### config.mk
export PLATFORM = sky130hd
export DESIGN_NAME = priority_arbiter_rr
export DESIGN_NICKNAME = d
export VERILOG_FILES = /design/src/rtl/priority_arbiter_rr.sv
export SDC_FILE = /design/constraint.sdc
export NUM_CORES = 1
export LEC_CHECK = 0
export ABC_AREA = 1
export BUFFER_PORTS_ARGS = -buffer_cell sky130_fd_sc_hd__buf_2
export CELL_PAD_IN_SITES_DETAIL_PLACEMENT = 0
export CELL_PAD_IN_SITES_GLOBAL_PLACEMENT = 2
export CORE_ASPECT_RATIO = 1.5
export CORE_MARGIN = 10
export CORE_UTILIZATION = 30
export DETAILED_ROUTE_END_ITERATION = 10
export PLACE_DENSITY = 0.83
export SYNTH_ARGS = -nofsm -noshare
export SYNTH_HDL_FRONTEND = slang
export SYNTH_SLANG_ARGS = --single-unit
### constraint.sdc
create_clock -name clk -period 3.15 [get_ports clk]
set_input_delay 0.945 -clock clk [delete_from_list [all_inputs] [get_ports clk]]
set_output_delay 0.945 -clock clk [all_outputs]
set_load 0.03 [all_outputs]
### src/rtl/priority_arbiter_rr.sv
// priority_arbiter_rr: registered N-way arbiter, fixed or round-robin, held grants.
// Ports: clk, rst_n, req[N], mode, ack -> gnt[N], gnt_idx[IDXW], gnt_valid.
module priority_arbiter_rr #(
  parameter int N    = 8,
  parameter int IDXW = $clog2(N)
) (
  input  logic            clk,
  input  logic            rst_n,
  input  logic [N-1:0]    req,
  input  logic            mode,
  input  logic            ack,
  output logic [N-1:0]    gnt,
  output logic [IDXW-1:0] gnt_idx,
  output logic            gnt_valid
);

  typedef enum logic {IDLE, GRANT} state_e;

  state_e          state_q, state_d;
  logic [N-1:0]    gnt_q, gnt_d;
  logic [IDXW-1:0] idx_q, idx_d;
  logic [IDXW-1:0] ptr_q, ptr_d;
  logic            vld_q, vld_d;

  logic [IDXW-1:0] base;
  logic [IDXW:0]   cand;
  logic [IDXW-1:0] win_idx;
  logic            win_vld;
  logic [N-1:0]    win_oh;

  // Search ptr-1, ptr-2, ... wrapping mod N; fixed mode is ptr = 0.
  always_comb begin
    base    = mode ? ptr_q : '0;
    cand    = '0;
    win_idx = '0;
    win_vld = 1'b0;
    for (int i = 1; i <= N; i++) begin
      cand = {1'b0, base} + (IDXW+1)'(N - i);
      if (cand >= (IDXW+1)'(N))
        cand = cand - (IDXW+1)'(N);
      if (!win_vld && req[cand[IDXW-1:0]]) begin
        win_vld = 1'b1;
        win_idx = cand[IDXW-1:0];
      end
    end
    win_oh = {{(N-1){1'b0}}, 1'b1} << win_idx;
  end

  always_comb begin
    state_d = state_q;
    gnt_d   = gnt_q;
    idx_d   = idx_q;
    vld_d   = vld_q;
    ptr_d   = ptr_q;
    unique case (state_q)
      IDLE: begin
        if (win_vld) begin
          state_d = GRANT;
          gnt_d   = win_oh;
          idx_d   = win_idx;
          vld_d   = 1'b1;
        end
      end
      GRANT: begin
        if (ack || !req[idx_q]) begin
          state_d = IDLE;
          gnt_d   = '0;
          idx_d   = '0;
          vld_d   = 1'b0;
          // Only a real release makes the owner lowest priority.
          if (ack && mode)
            ptr_d = idx_q;
        end
      end
      default: state_d = IDLE;
    endcase
  end

  always_ff @(posedge clk or negedge rst_n) begin
    if (!rst_n) begin
      state_q <= IDLE;
      gnt_q   <= '0;
      idx_q   <= '0;
      vld_q   <= 1'b0;
      ptr_q   <= '0;
    end else begin
      state_q <= state_d;
      gnt_q   <= gnt_d;
      idx_q   <= idx_d;
      vld_q   <= vld_d;
      ptr_q   <= ptr_d;
    end
  end

  assign gnt       = gnt_q;
  assign gnt_idx   = idx_q;
  assign gnt_valid = vld_q;

endmodule

==> impl_metrics.yaml <==
place:
  port_buffers: 23
  place_congestion: 0.877
  dp.cells: 401
  hpwl_um: 5000
global_route:
  antenna_found_initial: 0
  grt_pass1_wl_um: 9600
  grt_overflow: 0
  grt_pass1_vias: 2019
  grt_use_total: 0.127
  grt_max_degree: 17
cts:
  cts_root_buf: "clkbuf_8"
  hold_buffers: 0
  cts_setup_buffers: 0
  cts_tree: "yes"
  clk_pin_slew_ns: 0.06
  clockBufferDepth: 2
  cts_buffers: 3
  clock_latency_ns: 0.25
  h-tree-depth: 1
  clock_sinks: 16
  cts.repair.resized: 0
drt:
  drt_iter0_drc: 92
  final_antenna_net_count: 0
  first_pass_iters: 4
  drt-wirelength-per-cell_um: 14.6
  drt_wl_total_um: 5910
  avgViaCountPerCell: 4.95
  via_count: 2004
  drc: 0
sta:
  post-route-min-period_ns: 2.91
  setup_tns_ns: 0
  relSlewSlack: 0.729
  fin_crit_sh: 0.922
  setup_viol: 0
  fmax_mhz: 344
  final_max_slew_viol_count: 0
  tightest_slew_ns: 0.405
  fin_skew_ns: 0.00367
  rsz0062_at_grt: "false"
  final_hold_viol_count: 0
min_path:
  worstHoldStart: "gnt_valid"
  hold_class: "reg -> reg"
logic_synthesis:
  synth_top_cell_by_area: "dfrtp_1"
  synth_commonest_cells: "nand2_1, nand3_1, inv_1"
  synth_top_area_frac: 0.227
  synthCells: 297
  synth_area_per_cell_sq_um: 5.94
  synthFlopType: "dfrtp_1"
  synth-async-reset-ratio: 1.00
  synth_edf_count: 0
  ys_warn_count: 0
  netlist_area_sq_um: 1760
  synth_seq_area_share: 0.227
  yosys_register_bits: 16
  synth_nets: 310
  synth.area.top_cells: "dfrtp_1, nand2_1, nand3_1"
  yosysUniqueCellTypes: 26
  yosysMostFrequentCell: "nand2_1"
power_and_ir_drop:
  p_leak_nw: 1.12
  powerDensity_nw_per_um2: 1080
  ir_worst_vdd_v: 0.000571
setup_path:
  end_kind: "flop"
  arrival_ns: 3.04
  crit_chain: "buf_2, nand2_2, ha_1, inv_1, nand3_1, nand2_1, nand2_1, nand2_2, nand3_2, nor2_4, nand2_2, nor2_4, nand3b_1, nand2_2, nand3b_1, o21ai_1"
  cp.buffers_inverters: 2
  timing.rr.start: "ptr_q[0]"
  required_ns: 3.28
  crit_type: "in -> reg"
  critPathMostFrequentCell: "nand2_2"
  crit_start: "mode"
  start_kind: "input pin"
  crit_fanout: 6
  crit_slowest_cell: "ha_1"
  path_delay_family: "simple AND/OR/NAND/NOR gates"
  slowest_delay_ns: 0.37
floorplanning:
  fp.dieW_um: 82.6
  initial_core_util: 0.307
  die-area_sq_um: 9410
  core-area_sq_um: 5740
  ioPinCount: 24
  row_count: 34
  die_h_um: 114
cells_and_area:
  nets: 347
  n_antenna_cell: 0
  fillCellCount: 671
  area_growth_pct: 19.4
  fin_util: 0.367
  drive_gt1_frac: 0.216
  post_layout_nonfiller_instances: 405
run:
  cap_violations: 0
outcome:
  status: "finished clean"
-- cells by family (layout without fill, tap and decap cells) --
| group | count (synthesis) | in the layout | share of synthesized area |
|---|---|---|---|
| AO/OA/AOI/OAI | 29 | 29 | 0.0951 |
| flip-flops | 16 | 16 | 0.227 |
| XOR/XNOR | 2 | 2 | 0.0142 |
| adder cells (fa/ha/maj) | 1 | 1 | 0.00710 |
| buffers and inverters | 39 | 75 | 0.100 |
| AND/OR/NAND/NOR | 210 | 210 | 0.556 |
-- final timing paths --
check | end | slack, ns | cells past startpoint
worst max-delay path | gnt[3] | 0.24 | 16
worst min-delay path | gnt_valid | 0.50 | 2
worst max register to register | gnt[3] | 0.49 | 15
worst min register to register | gnt_valid | 0.50 | 2
min in group asynchronous | gnt[7] | 0.60 | 1
max in group asynchronous | ptr_q[1] | 2.28 | 1
-- sequential cells by signal (all words and copies together) (netlist names) --
name,count
gnt_valid,1
ptr_q,3
gnt_idx,3
state_q,1
gnt,8
-- where the power goes --
| part | internal [mW] | leakage, nW | switching, mW |
|---|---|---|---|
| combinational | 0.568 | 0.885 | 1.13 |
| clock | 0.111 | 0.0288 | 0.0698 |
| sequential | 0.290 | 0.207 | 0.0992 |
| total | 0.969 | 1.12 | 1.30 |
-- per-layer routing --
metal / up-vias / wire, um / global-route usage / part of all wire
li1: 1050 / - / - / -
met1: 903 / 2440 / 0.144 / 0.41
met2: 41 / 3200 / 0.238 / 0.54
met3: 10 / 145 / 0.00945 / 0.025
met4: 0 / 127 / 0.0392 / 0.021
met5: - / 0 / 0 / 0
-- metrics by stage --
step	hold WS (ns)	power (mW)	instance area (sq um)	worst slack, ns
2_1_floorplan	0.503	1.56	1760	0.302
3_3_place_gp	0.462	2.11	2050	0.0362
3_5_place_dp	0.466	2.10	2050	0.00815
4_1_cts	0.486	2.29	2100	0.261
5_1_grt	0.506	2.50	2110	0.0281
6_report	0.498	2.27	2110	0.244
-- layout make-up --
type	instances	area, sq um	share of cell area
flip-flops and latches	16	400	0.190
repair buffers	40	255	0.121
multi-input cells	242	1190	0.564
inverters	31	116	0.0553
clock buffers	4	55.1	0.0261
well taps	72	90.1	0.0428
-- placed cells by master (no fill, tap or decap), types with 5 or more instances in the layout --
master and count:
buf_2 23, o21bai_1 5, o21ai_0 8, inv_2 6, nand2_2 10, inv_1 25, nand2_1 96, nand3_1 62
o21ai_1 8, nand4_1 9, dfrtp_1 16, buf_4 16, nor2_1 21
-- tightest hold or removal path, cell delays in order, from the launching register on --
cell and delay (ns):
dfrtp_1 0.35, nand2_1 0.06, nand2_1 0.06
No activity file was read; power rests on OpenSTA's default activity.
